### config.mk
export PLATFORM = sky130hd
export DESIGN_NAME = avg_state_sequencer
export DESIGN_NICKNAME = d
export VERILOG_FILES = /design/src/rtl/avg_pkg.sv /design/src/rtl/avg_step_watchdog.sv /design/src/rtl/avg_state_sequencer.sv
export SDC_FILE = /design/constraint.sdc
export NUM_CORES = 1
export LEC_CHECK = 0
export BUFFER_PORTS_ARGS = -buffer_cell sky130_fd_sc_hd__buf_2
export CORE_MARGIN = 2
export CORE_UTILIZATION = 53
export DETAILED_ROUTE_END_ITERATION = 10
export GPL_TIMING_DRIVEN = 0
export PLACE_DENSITY = 0.83
export SKIP_LAST_GASP = 1
export SLEW_MARGIN = 40
export SYNTH_ARGS = -nofsm -noshare
export SYNTH_HDL_FRONTEND = slang
export SYNTH_SLANG_ARGS = --single-unit
### constraint.sdc
create_clock -name clk -period 2.5 [get_ports clk]
set_clock_uncertainty 0.1 [all_clocks]
set_input_delay 0.125 -clock clk [delete_from_list [all_inputs] [get_ports clk]]
set_output_delay 0.125 -clock clk [all_outputs]
set_load 0.1 [all_outputs]
### src/rtl/avg_pkg.sv
// Shared types and decode helpers for the vector-generator state sequencer.
package avg_pkg;

   typedef enum logic [2:0] {
      SEQ_IDLE,
      SEQ_LOOKUP,
      SEQ_WAITP,
      SEQ_EXEC,
      SEQ_FETCH,
      SEQ_DRAWW
   } seq_state_t;

   typedef enum logic [1:0] {
      ACT_NOP,
      ACT_LATCH,
      ACT_STROBE,
      ACT_HALT
   } act_t;

   // Strobe index that starts a vector draw and therefore waits on the timer.
   localparam logic [1:0] ST_DRAW = 2'd2;

   // Classify a PROM next-state nibble into the action it triggers.
   function automatic act_t decode_action(input logic [3:0] ns);
      act_t act;
      if (ns[3])                act = ACT_LATCH;
      else if (ns[2])           act = ACT_STROBE;
      else if (ns[1:0] == 2'b00) act = ACT_HALT;
      else                      act = ACT_NOP;
      return act;
   endfunction

endpackage

### src/rtl/avg_step_watchdog.sv
// Counts PROM steps since the last go and flags the step that hits the limit.
module avg_step_watchdog
   import avg_pkg::*;
#(
   parameter int WDOG_MAX = 4095
) (
   input  logic clk,
   input  logic reset_n,
   input  logic clr,
   input  logic step,
   output logic hit
);

   localparam int CNT_W = (WDOG_MAX < 2) ? 1 : $clog2(WDOG_MAX + 1);
   localparam logic [CNT_W-1:0] MAX_V = CNT_W'(WDOG_MAX);

   logic [CNT_W-1:0] cnt_q;

   // Step counter: cleared on go/soft reset, bumped once per LOOKUP.
   always_ff @(posedge clk or negedge reset_n) begin
      if (!reset_n)  cnt_q <= '0;
      else if (clr)  cnt_q <= '0;
      else if (step) cnt_q <= cnt_q + CNT_W'(1);
   end

   // A limit of zero disables the watchdog entirely.
   assign hit = (WDOG_MAX != 0) && (cnt_q == MAX_V);

endmodule

### src/rtl/avg_state_sequencer.sv
// Vector-generator sequencer: walks the state PROM, fetches vector-RAM bytes
// into the data latches, and fires action strobes toward the DAC/timer path.
//
//  state  | meaning
//  IDLE   | halted, waiting for go
//  LOOKUP | PROM read issued at {0, opcode, state}
//  WAITP  | PROM registering; next state captured at end of cycle
//  EXEC   | apply next state, decode action, fire strobe
//  FETCH  | vram_req held at pc until vram_ack
//  DRAWW  | wait for the vector timer to go idle
module avg_state_sequencer
   import avg_pkg::*;
#(
   parameter int              PC_W     = 13,
   parameter logic [PC_W-1:0] START_PC = '0,
   parameter int              WDOG_MAX = 4095
) (
   input  logic            clk,
   input  logic            reset_n,
   input  logic            go,
   input  logic            vg_rst,
   output logic            halted,
   output logic            wdog_trip,
   output logic [7:0]      prom_addr,
   output logic            prom_cs,
   input  logic [3:0]      prom_data,
   output logic [PC_W-1:0] vram_addr,
   output logic            vram_req,
   input  logic            vram_ack,
   input  logic [7:0]      vram_data,
   output logic [7:0]      dlatch0,
   output logic [7:0]      dlatch1,
   output logic [7:0]      dlatch2,
   output logic [7:0]      dlatch3,
   output logic [2:0]      opcode,
   output logic [3:0]      strobe,
   input  logic            draw_busy
);

   seq_state_t      fsm_q, fsm_d;
   logic [3:0]      state_q;
   logic [3:0]      ns_q;
   logic [PC_W-1:0] pc_q;
   logic            trip_q;
   logic [7:0]      dlatch_q [4];
   act_t            act;
   logic            wd_hit;
   logic            wd_clr;
   logic            wd_step;

   assign act     = decode_action(ns_q);
   assign wd_clr  = vg_rst | ((fsm_q == SEQ_IDLE) & go);
   assign wd_step = (fsm_q == SEQ_LOOKUP);

   avg_step_watchdog #(.WDOG_MAX(WDOG_MAX)) u_wdog (
      .clk     (clk),
      .reset_n (reset_n),
      .clr     (wd_clr),
      .step    (wd_step),
      .hit     (wd_hit)
   );

   // Next-state and per-cycle strobes; soft reset overrides everything.
   always_comb begin
      fsm_d   = fsm_q;
      prom_cs = 1'b0;
      strobe  = 4'b0000;
      unique case (fsm_q)
         SEQ_IDLE:   if (go) fsm_d = SEQ_LOOKUP;
         SEQ_LOOKUP: begin
            prom_cs = 1'b1;
            fsm_d   = SEQ_WAITP;
         end
         SEQ_WAITP:  fsm_d = SEQ_EXEC;
         SEQ_EXEC: begin
            if (wd_hit) begin
               fsm_d = SEQ_IDLE;
            end else begin
               unique case (act)
                  ACT_LATCH:  fsm_d = SEQ_FETCH;
                  ACT_STROBE: begin
                     strobe = 4'b0001 << ns_q[1:0];
                     fsm_d  = (ns_q[1:0] == ST_DRAW) ? SEQ_DRAWW : SEQ_LOOKUP;
                  end
                  ACT_HALT:   fsm_d = SEQ_IDLE;
                  default:    fsm_d = SEQ_LOOKUP;
               endcase
            end
         end
         SEQ_FETCH:  if (vram_ack)   fsm_d = SEQ_LOOKUP;
         SEQ_DRAWW:  if (!draw_busy) fsm_d = SEQ_LOOKUP;
         default:    fsm_d = SEQ_IDLE;
      endcase
      if (vg_rst) fsm_d = SEQ_IDLE;
   end

   // Sequencer registers: go reload, PROM capture, state update, byte fetch.
   always_ff @(posedge clk or negedge reset_n) begin
      if (!reset_n) begin
         fsm_q    <= SEQ_IDLE;
         state_q  <= '0;
         ns_q     <= '0;
         pc_q     <= START_PC;
         trip_q   <= 1'b0;
         dlatch_q <= '{default: 8'h00};
      end else if (vg_rst) begin
         fsm_q    <= SEQ_IDLE;
         state_q  <= '0;
         ns_q     <= '0;
         pc_q     <= START_PC;
         trip_q   <= 1'b0;
         dlatch_q <= '{default: 8'h00};
      end else begin
         fsm_q <= fsm_d;
         case (fsm_q)
            SEQ_IDLE: if (go) begin
               pc_q    <= START_PC;
               state_q <= '0;
               trip_q  <= 1'b0;
            end
            SEQ_WAITP: ns_q <= prom_data;
            SEQ_EXEC: begin
               state_q <= ns_q;
               if (wd_hit) trip_q <= 1'b1;
            end
            SEQ_FETCH: if (vram_ack) begin
               dlatch_q[ns_q[1:0]] <= vram_data;
               pc_q                <= pc_q + PC_W'(1);
            end
            default: ;
         endcase
      end
   end

   // Request is gated by vg_rst so it drops in the same cycle as the soft reset.
   assign halted    = (fsm_q == SEQ_IDLE);
   assign wdog_trip = trip_q;
   assign opcode    = dlatch_q[1][7:5];
   assign prom_addr = {halted, opcode, state_q};
   assign vram_addr = pc_q;
   assign vram_req  = (fsm_q == SEQ_FETCH) & ~vg_rst;
   assign dlatch0   = dlatch_q[0];
   assign dlatch1   = dlatch_q[1];
   assign dlatch2   = dlatch_q[2];
   assign dlatch3   = dlatch_q[3];

endmodule
==> run summary, run 1 <==
=======================================================================================
P_sw .....................................................................  0.0007186 W
Clk pin slew, worst setup/hold paths .....................................      0.08 ns
Routed via count divided by cell count ...................................        5.787
Root Driver ..............................................................     clkbuf_8
Crit path required time ..................................................      2.28 ns
Post-DP HPWL .............................................................      5462 um
Net switching share of the total power ...................................       0.2843
Number of nets in the finished design ....................................          466
Syn Nets .................................................................          352
Total power after layout .................................................   0.002527 W
Wire length of the first global-routing pass .............................    13,930 um
Pre-antenna DRT Iters ....................................................            5
Violations in the final reports .......................................... negative setup slack
Min Clock Period, post-route .............................................     2.519 ns
Vert. Die Dim ............................................................     83.01 um
Max Fclk .................................................................    396.9 MHz
Worst hold slack after final layout ......................................    0.1160 ns
Cells after synthesis ....................................................          332
Final setup margin .......................................................  -0.01928 ns
Buffers added on ports ...................................................           80
Detail-routed net length per standard cell ...............................     15.94 um
Final Hold Vio Count .....................................................            0
Final Wtd Congestion .....................................................       0.8073
Antenna fix cells ........................................................            0
Number of flip-flops and latches in the synthesized netlist ..............           69
Netlist Area Pre-Place ...................................................     3308 um2
Total congestion overflow after global routing ...........................            0
Number of setup violations in the final report ...........................            1
Global-route total usage across every layer ..............................       0.2489
Ratio of cells with drive above 1 in the final layout ....................       0.2949
Area growth from synthesis to layout .....................................       32.38%
Final Routed Wirelength ..................................................      8382 um
Final Slew Violations ....................................................            0
Place WS .................................................................   0.08788 ns
Post-Synthesis Mean Instance Area ........................................    9.964 um2
Unrepaired setup endpoints after global routing ..........................         true
Nature of the critical path startpoint ...................................     register
Async SR Flop Fraction ...................................................        1.000
Count of pins on the block boundary ......................................           82
Max capacitance violation total ..........................................            0
Fraction of power consumed by sequential logic ...........................        0.452
Combinational cell fraction of total power ...............................        0.141
Full die area ............................................................     6890 um2
# DRC ....................................................................            0
Routed Antenna Nets ......................................................            0
Initial core utilization .................................................       0.5522
Ordered cell list for the critical path .................................. ha_2 > and3_4 > and4_4 > or4b_4 > nor3b_4 > buf_12
Total power divided by cell area ......................................... 577.1 nW/um2
Normalized max-slew margin ...............................................       0.4862
Status ................................................................... finished, violations left
Clock power frac .........................................................        0.407
CTS Buf Count ............................................................            9
YS warnings ..............................................................            0
Number of cell rows ......................................................           28
Worst vdd rail ir drop ...................................................    0.4482 mV
Die span in x ............................................................     83.01 um
Vias in the first global route ...........................................        3,034
Sequential cell area fraction in the yosys report ........................       0.5219
Maximum buffer depth of the clock tree ...................................            2
TritonCTS clock tree .....................................................          yes
Core region area .........................................................     5991 um2
Sink count of the clock tree .............................................           69
Critical-path top delay cell .............................................       or4b_4
Number of violations reported at the end of detailed-routing iteration 0 .          215
Slowest Stage Delay on Critical Path .....................................      0.55 ns
Number of distinct library cells after synthesis .........................           47
Cell internal pwr ........................................................   0.001809 W
Setup Crit Path Kind .....................................................   reg -> out
Critical path capture point type .........................................  output port
Total Neg Setup Slack ....................................................  -0.01928 ns
Largest net degree at the start of global routing ........................           38
Via count ................................................................        3,044
LEAKAGE ..................................................................     2.235 nW
Worst-path fanout max ....................................................            4
Clock H-tree levels ......................................................            3
Worst hold path type .....................................................  in -> async
Ys flop type .............................................................      dfrtp_1
Pin slew with the least headroom to its limit ............................    0.7690 ns
Number of enable-type register cells in the synthesized netlist ..........            0
Initial antenna violation count ..........................................            0
Clock insertion delay at the later pin of the skew report ................      0.35 ns
Part of the cycle the worst path needs ...................................        1.008
Data arrival time of the worst path ......................................      2.29 ns
=======================================================================================
[Yosys cell counts (all sizes together), types with 3 or more instances]
master | instances | share of area
nand2 | 23 | 0.026
clkbuf | 13 | 0.015
nor2 | 51 | 0.058
dfrtp | 69 | 0.52
o21ai | 13 | 0.020
or4 | 3 | 0.0079
or3 | 5 | 0.0095
a21oi | 17 | 0.026
nand3 | 19 | 0.029
buf | 13 | 0.025
xnor2 | 4 | 0.011
nor3b | 3 | 0.0068
nor3 | 6 | 0.0091
nand4 | 9 | 0.017
inv | 3 | 0.0034
xor2 | 7 | 0.019
and3 | 7 | 0.013
a22o | 4 | 0.011
mux2i | 30 | 0.091
and4 | 3 | 0.0079
[state kept, by name, indices dropped and copies added, names as in the netlist]
| signal | count |
|---|---|
| vram_addr | 13 |
| u_wdog.cnt_q | 12 |
| dlatch0 | 8 |
| dlatch1 | 8 |
| dlatch2 | 8 |
| dlatch3 | 8 |
| ns_q | 4 |
| state_q | 4 |
| fsm_q | 3 |
| wdog_trip | 1 |
[stage by stage]
stage,std cells,instance area [um2],utilization
floorplan,332,3369,-
CTS,523,4337,0.7239
finish,526,4379,0.7310
detailed placement,488,3890,0.6493
global route,526,4379,0.7310
global placement,487,3864,0.6449
[routing by layer]
layer,routed length [um],up-vias,GRT usage
li1,-,1395,-
met1,3439,1503,0.3041
met2,4181,128,0.4106
met3,544,18,0.06163
met4,217,0,0.1252
met5,0,-,0
[cell usage in the layout, fill, tap and decap left out, drive strengths merged, types with 3 or more instances in the layout]
| cell | n |
|---|---|
| buf | 101 |
| dfrtp | 69 |
| nor2 | 51 |
| mux2i | 30 |
| nand2 | 23 |
| clkbuf | 22 |
| nand3 | 19 |
| a21oi | 17 |
| dlygate4sd3 | 15 |
| o21ai | 13 |
| nand4 | 9 |
| xor2 | 7 |
| and3 | 7 |
| nor3 | 6 |
| or3 | 5 |
| inv | 5 |
| xnor2 | 4 |
| a22o | 4 |
| and4 | 3 |
| nor3b | 3 |
| or4 | 3 |
[critical path, delay by kind of cell, from the launching register on]
kind / cells / cell delay, ns
DFF: 1 / 0.39
buffers and inverters: 1 / 0.21
adders and majority gates: 1 / 0.20
and+or+nand+nor: 4 / 1.14
[final cells by class]
class | instances | area (um2)
buffer | 26 | 137.6
tap | 75 | 93.84
sequential | 69 | 1727
clock buffer | 9 | 123.9
inverter | 3 | 11.26
multi-input combinational | 234 | 1504
clock inverter | 7 | 97.59
fill | 423 | 1612
timing repair buffer | 103 | 684.4
[worst paths after layout]
path                                                  start                     endpoint  slack (ns)  cells after the start
min in group clk                                         go         fsm_q[0]$_DFFE_PN0P_        0.14                      5
max in group asynchronous                           reset_n       state_q[0]$_DFFE_PN0P_        1.70                      3
worst min register to register       state_q[1]$_DFFE_PN0P_       state_q[1]$_DFFE_PN0P_        0.40                      1
worst max register to register         fsm_q[2]$_DFFE_PN0P_       dlatch1[0]$_DFFE_PN0P_        0.31                      7
worst max-delay path            u_wdog.cnt_q[1]$_DFFE_PN0P_                    strobe[2]       -0.02                      6
worst min-delay path                                reset_n  u_wdog.cnt_q[3]$_DFFE_PN0P_        0.12                      2
[kinds of logic after synthesis]
family / after synthesis / share of synthesized area
simple gates: 147 / 0.2269
flops: 69 / 0.5219
compound gates: 43 / 0.07754
mux: 31 / 0.09418
buf+inv: 29 / 0.04274
xor+xnor: 11 / 0.02912
fa+ha+maj: 2 / 0.007563
[power by group through the flow]
stage,sequential [W],combinational (W),clock [W]
after floorplan,0.00116,0.000225,0
after global placement,0.00116,0.000307,0
after detailed placement,0.00116,0.000315,0
after CTS,0.00114,0.000342,0.00104
after global routing,0.00114,0.000384,0.00111
final,0.00114,0.000356,0.00103
[repair_timing]
item / CTS / global route
endpoints found under the hold margin: 102 / 0
pin swaps: 4 / 3
setup buffers: 4 / 3
resized for setup: 13 / 7
hold buffers: 15 / 0
setup endpoints to repair: 4 / 4
Note: power is estimated with default switching activity, not from simulation.
==> run 2: changes to the inputs <==
--- a/config.mk
+++ b/config.mk
@@ -5,10 +5,10 @@
 export SDC_FILE = /design/constraint.sdc
 export NUM_CORES = 1
 export LEC_CHECK = 0
-export BUFFER_PORTS_ARGS = -buffer_cell sky130_fd_sc_hd__buf_2
 export CORE_MARGIN = 2
-export CORE_UTILIZATION = 53
+export CORE_UTILIZATION = 63
 export DETAILED_ROUTE_END_ITERATION = 10
+export DONT_BUFFER_PORTS = 1
 export GPL_TIMING_DRIVEN = 0
 export PLACE_DENSITY = 0.83
 export SKIP_LAST_GASP = 1
==> run summary, run 2 (synthesis gave the netlist of run 1 again) <==
=======================================================================================
Status ................................................................... finished, violations left
Violations in the final reports .......................................... negative setup slack
Number of violations reported at the end of detailed-routing iteration 0 .          285   +33%
Routed via count divided by cell count ...................................        6.162   +6.5%
Area growth from synthesis to layout .....................................       22.54%
Maximum buffer depth of the clock tree ...................................            2   unchanged
Critical path capture point type .........................................  output port
Worst-path fanout max ....................................................            4   unchanged
Data arrival time of the worst path ......................................      2.36 ns   +0.07 ns
Core region area .........................................................     5075 um2   -15%
Highest-count cells in the layout ignoring fill and taps ................. 50 x nor2_1, 47 x dfrtp_2, 30 x mux2i_1
Ordered cell list for the critical path .................................. ha_4 > and3_4 > and4_4 > or4b_4 > nor2_4
Final Hold Vio Count .....................................................            0   unchanged
Vert. Die Dim ............................................................     76.47 um   -7.9%
Initial core utilization .................................................       0.6519   +0.09966
Wire length of the first global-routing pass .............................    13,170 um   -5.4%
Final Wtd Congestion .....................................................       0.8723   +8.1%
TritonCTS clock tree .....................................................          yes
Clock insertion delay at the later pin of the skew report ................      0.34 ns   about the same
Via count ................................................................        2,742   -9.9%
Routed metal-1 wire length ...............................................      3325 um   -3.3%
LEAKAGE ..................................................................     1.760 nW   -21%
Number of nets in the finished design ....................................          390   -16%
Most frequent standard cell in the layout excluding fill and tap cells ...       nor2_1
Post-DP HPWL .............................................................      5093 um   -6.8%
Slowest Stage Delay on Critical Path .....................................      0.56 ns   about the same
Vias in the first global route ...........................................        2,674   -12%
Buffers added on ports ...................................................            0   -100%
Crit path required time ..................................................      2.28 ns   about the same
Largest net degree at the start of global routing ........................           70   +84%
Worst hold slack after final layout ......................................   0.04621 ns   -0.06980 ns
Unrepaired setup endpoints after global routing ..........................         true
Worst vdd rail ir drop ...................................................    0.4253 mV   -5.1%
Number of cell rows ......................................................           26   -7.1%
# DRC ....................................................................            0   unchanged
Slack of the worst reg-to-reg path .......................................      0.11 ns   -0.20 ns
Critical path depth ......................................................            5   -1
Total congestion overflow after global routing ...........................            0   unchanged
Worst R2R Start .......................................................... fsm_q[2]$_DFFE_PN0P_
Global-route total usage across every layer ..............................       0.2825   +0.03357
Routed Antenna Nets ......................................................            0   unchanged
CTS Buf Count ............................................................            9   unchanged
Part of the cycle the worst path needs ...................................        1.035   +0.02765
Clk pin slew, worst setup/hold paths .....................................      0.07 ns   about the same
Initial antenna violation count ..........................................            0   unchanged
Number of setup violations in the final report ...........................            3   +2
Worst setup endpoint .....................................................    strobe[3]
Worst R2R End ............................................................ vram_addr[7]$_DFFE_PN0P_
Detailed-routed wire length on met2 ......................................      4086 um   -2.3%
Met3 wire length .........................................................       503 um   -7.5%
Pre-antenna DRT Iters ....................................................            5   unchanged
Launch point of the critical path ........................................ u_wdog.cnt_q[1]$_DFFE_PN0P_
Number of flip-flops under the largest register name .....................           13   unchanged
Worst reg-to-reg path cell count .........................................            5   -2
Sink count of the clock tree .............................................           69   unchanged
Clock H-tree levels ......................................................            3   unchanged
Full die area ............................................................     5847 um2   -15%
Antenna fix cells ........................................................            0   unchanged
Root Driver ..............................................................     clkbuf_8
Uppermost metal layer occupied by signal nets ............................         met4
Buffering stage count on the worst path with inverters included ..........            0   -1
Max capacitance violation total ..........................................            0   unchanged
Total Neg Setup Slack ....................................................   -0.1086 ns   -0.08933 ns
Delay-heaviest family, CP ................................................ simple AND/OR/NAND/NOR gates
Total power divided by cell area ......................................... 610.3 nW/um2   +5.8%
Critical-path top delay cell .............................................       or4b_4
Normalized max-slew margin ...............................................       0.4043   -0.08193
Detail-routed net length per standard cell ...............................     18.10 um   +14%
Pin slew with the least headroom to its limit ............................    0.8936 ns   +0.1246 ns
Min Clock Period, post-route .............................................     2.588 ns   +0.06914 ns
Count of pins on the block boundary ......................................           82   unchanged
Final Slew Violations ....................................................            0   unchanged
Final Routed Wirelength ..................................................      8053 um   -3.9%
Place WS .................................................................   0.07718 ns   -0.01070 ns
Max Fclk .................................................................    386.3 MHz   -2.7%
Die span in x ............................................................     76.47 um   -7.9%
Setup Crit Path Kind .....................................................   reg -> out
Final setup margin .......................................................  -0.08841 ns   -0.06914 ns
Nature of the critical path startpoint ...................................     register
Ratio of cells with drive above 1 in the final layout ....................       0.2773   -0.01757
Worst hold path type .....................................................    in -> reg
=======================================================================================
run 2: worst min-delay path, delay by kind of cell:
family          cells  cell delay, ns
compound gates      2            0.17
simple gates        2            0.14
run 2: routing by layer:
layer	GRT usage	up-vias
li1	-	1235
met1	0.3543	1367
met2	0.4850	123
met3	0.05924	17
met4	0.1036	0
met5	0	-
run 2: through the flow:
stage	util	power, W	cell area, um2	instances
finish	0.7988	0.002474	4054	445
floorplan	-	0.001387	3369	332
detailed placement	0.7019	0.001437	3562	406
global route	0.7988	0.002553	4054	445
CTS	0.7897	0.002474	4008	442
global placement	0.6812	0.001420	3457	402
run 2: area by class of cell:
class | count | area [um2]
Buffer | 26 | 133.9
Clock buffer | 10 | 127.6
Clock inverter | 6 | 86.33
Fill cell | 307 | 1021
Inverter | 3 | 13.76
Multi-Input combinational cell | 234 | 1519
Sequential cell | 69 | 1785
Tap cell | 70 | 87.58
Timing Repair Buffer | 27 | 300.3
run 2: how the worst min path moves through the flow:
stage	startpoint	to	slack (ns)	cells past startpoint
floorplan	reset_n	dlatch0[0]$_DFFE_PN0P_	-0.27	0
global placement	reset_n	vram_addr[4]$_DFFE_PN0P_	-0.27	0
detailed placement	reset_n	vram_addr[0]$_DFFE_PN0P_	-0.27	0
CTS	go	fsm_q[0]$_DFFE_PN0P_	0.03	4
global route	go	fsm_q[0]$_DFFE_PN0P_	0.05	4
finish	go	fsm_q[0]$_DFFE_PN0P_	0.05	4
run 2: where the power goes:
| part | total, W | internal [W] | leakage (nW) | switching, W |
|---|---|---|---|---|
| clock network | 0.000989 | 0.000562 | 0.107 | 0.000427 |
| registers | 0.00114 | 0.00113 | 0.883 | 0.0000160 |
| logic | 0.000342 | 0.000105 | 0.770 | 0.000237 |
run 2: timing repair:
item | 4_1_cts | 5_1_grt
setup endpoints to repair | 4 | 5
setup buffers | 4 | 3
endpoints found under the hold margin | 113 | 0
hold buffers | 16 | 0
gates resized for setup | 5 | 3
pin swaps | 4 | 3
==> run 3: changes to the inputs <==
--- a/config.mk
+++ b/config.mk
@@ -7,10 +7,12 @@
 export LEC_CHECK = 0
 export CORE_MARGIN = 2
 export CORE_UTILIZATION = 63
+export CTS_CLUSTER_SIZE = 16
 export DETAILED_ROUTE_END_ITERATION = 10
 export DONT_BUFFER_PORTS = 1
 export GPL_TIMING_DRIVEN = 0
 export PLACE_DENSITY = 0.83
+export RECOVER_POWER = 25
 export SKIP_LAST_GASP = 1
 export SLEW_MARGIN = 40
 export SYNTH_ARGS = -nofsm -noshare
==> run summary, run 3 (synthesis gave the netlist of run 1 again) <==
=======================================================================================
Worst-path fanout max ....................................................            4   unchanged
Detail-routed net length per standard cell ...............................     17.99 um   -0.58%
Global-route total usage across every layer ..............................       0.2825   unchanged
Post-DP HPWL .............................................................      5093 um   unchanged
CTS Buf Count ............................................................            9   unchanged
Total power divided by cell area ......................................... 611.9 nW/um2   +0.26%
Initial antenna violation count ..........................................            0   unchanged
Worst vdd rail ir drop ...................................................    0.4256 mV   about the same
Count of pins on the block boundary ......................................           82   unchanged
TritonCTS clock tree .....................................................          yes
Number of violations reported at the end of detailed-routing iteration 0 .          282   -1.1%
Number of setup violations in the final report ...........................            3   unchanged
Setup Crit Path Kind .....................................................   reg -> out
Clk pin slew, worst setup/hold paths .....................................      0.07 ns   about the same
Initial core utilization .................................................       0.6519   unchanged
Largest net degree at the start of global routing ........................           70   unchanged
Root Driver ..............................................................     clkbuf_8
Final Routed Wirelength ..................................................      8006 um   -0.58%
Nature of the critical path startpoint ...................................     register
DP Area ..................................................................     3562 um2   unchanged
Sink count of the clock tree .............................................           69   unchanged
Status ................................................................... finished, violations left
Core region area .........................................................     5075 um2   unchanged
Wire length of the first global-routing pass .............................    13,170 um   unchanged
Crit path required time ..................................................      2.28 ns   about the same
Vias in the first global route ...........................................        2,674   unchanged
Final Slew Violations ....................................................           70   +70
Highest-count cells in the layout ignoring fill and taps ................. 50 x nor2_1, 47 x dfrtp_2, 30 x mux2i_1
Ratio of cells with drive above 1 in the final layout ....................       0.2773   unchanged
Worst hold path type .....................................................    in -> reg
# DRC ....................................................................            0   unchanged
Final Non-Filler Cells ...................................................          445   unchanged
Pin slew with the least headroom to its limit ............................     1.655 ns   +0.7612 ns
Utilization of the core after routing ....................................       0.7944   -0.004438
Full die area ............................................................     5847 um2   unchanged
Final setup margin .......................................................  -0.09059 ns   -0.002176 ns
Part of the cycle the worst path needs ...................................        1.036   about the same
Most frequent standard cell in the layout excluding fill and tap cells ...       nor2_1
Total non-filler cell area in the finished layout ........................     4031 um2   -0.56%
Critical-path top delay cell .............................................       or4b_4
Number of nets in the finished design ....................................          390   unchanged
Data arrival time of the worst path ......................................      2.37 ns   about the same
Via count ................................................................        2,701   -1.5%
Unrepaired setup endpoints after global routing ..........................         true
Clock H-tree levels ......................................................            3   unchanged
Number of cell rows ......................................................           26   unchanged
Area growth from synthesis to layout .....................................       21.86%
Final Hold Vio Count .....................................................            0   unchanged
Final Wtd Congestion .....................................................       0.8723   unchanged
LEAKAGE ..................................................................     1.752 nW   -0.48%
Critical path capture point type .........................................  output port
Violations in the final reports .......................................... max-capacitance violations, max-slew violations, negative setup slack
Die span in x ............................................................     76.47 um   unchanged
Total congestion overflow after global routing ...........................            0   unchanged
Delay-heaviest family, CP ................................................ simple AND/OR/NAND/NOR gates
Maximum buffer depth of the clock tree ...................................            2   unchanged
Buffering stage count on the worst path with inverters included ..........            0   unchanged
Vert. Die Dim ............................................................     76.47 um   unchanged
Buffers added on ports ...................................................            0   unchanged
Max Fclk .................................................................    386.0 MHz   about the same
Min Clock Period, post-route .............................................     2.591 ns   +0.002176 ns
Clock insertion delay at the later pin of the skew report ................      0.34 ns   about the same
Number of flip-flops under the largest register name .....................           13   unchanged
Antenna fix cells ........................................................            0   unchanged
Max capacitance violation total ..........................................            1   +1
Ordered cell list for the critical path .................................. ha_4 > and3_4 > and4_4 > or4b_4 > nor2_4
Normalized max-slew margin ...............................................      -0.1032   -0.5075
Pre-antenna DRT Iters ....................................................            4   -1
Routed via count divided by cell count ...................................        6.070   -1.5%
Post-placement cell count ................................................          406   unchanged
Worst hold slack after final layout ......................................   0.04635 ns   +0.0001473 ns
Routed Antenna Nets ......................................................            0   unchanged
Slowest Stage Delay on Critical Path .....................................      0.56 ns   about the same
=======================================================================================
## run 3: changes by cell type in the layout (fill, tap and decap cells not counted)
cell      before  now
buf_16         1    0
clkbuf_2       1    2
## run 3: worst paths after layout
kind	to	startpoint	slack, ns	cells past startpoint
hold / removal	fsm_q[0]$_DFFE_PN0P_	go	0.05	4
max in group asynchronous	dlatch0[4]$_DFFE_PN0P_	reset_n	0.53	2
hold reg to reg	u_wdog.cnt_q[10]$_DFFE_PN0P_	u_wdog.cnt_q[10]$_DFFE_PN0P_	0.45	2
setup / recovery	strobe[3]	u_wdog.cnt_q[1]$_DFFE_PN0P_	-0.09	5
setup reg to reg	vram_addr[7]$_DFFE_PN0P_	fsm_q[2]$_DFFE_PN0P_	0.13	5
min in group asynchronous	vram_addr[3]$_DFFE_PN0P_	reset_n	0.67	2
## run 3: final cells by class
type                            count  area, um2
Multi-Input combinational cell    234       1519
Clock buffer                       10      127.6
Fill cell                         310       1044
Tap cell                           70      87.58
Clock inverter                      6      86.33
Timing Repair Buffer               27      277.8
Inverter                            3      13.76
Sequential cell                    69       1785
Buffer                             26      133.9
## run 3: report_power, final
part	switching [W]	internal, W	total, W
Combinational	0.000235	0.000101	0.000336
Clock	0.000426	0.000562	0.000988
Sequential	0.0000159	0.00113	0.00114
Total	0.000677	0.00179	0.00247
## run 3: layer usage
metal  wire length (um)  vias up  global-route usage
li1                   -     1236                   -
met1               3267     1348              0.3543
met2               4113      106              0.4850
met3                511       11             0.05924
met4                114        0              0.1036
met5                  0        -                   0
## run 3: through the flow
stage | setup WS, ns | power [W] | TNS (ns)
floorplan | -0.05938 | 0.001387 | -0.1122
detailed placement | 0.07718 | 0.001437 | 0
global placement | -0.1977 | 0.001420 | -0.6732
global route | -0.1464 | 0.002548 | -0.2915
finish | -0.09059 | 0.002467 | -0.1149
CTS | -0.1004 | 0.002474 | -0.1928
## run 3: repair_timing
action / 4_1_cts / 5_1_grt
hold endpoints to repair: 113 / 0
setup buffers: 4 / 3
setup endpoints to repair: 4 / 5
pin swaps: 4 / 3
gates cloned: 0 / 0
hold buffers: 16 / 0
gates resized for setup: 5 / 3
## run 3: worst register-to-register path, delay by kind of cell, from the launching register on
kind / cells / cell delay [ns]
AOI/OAI and AO/OA: 1 / 0.40
and+or+nand+nor: 2 / 0.74
buffers and inverters: 2 / 0.57
DFF: 1 / 0.42
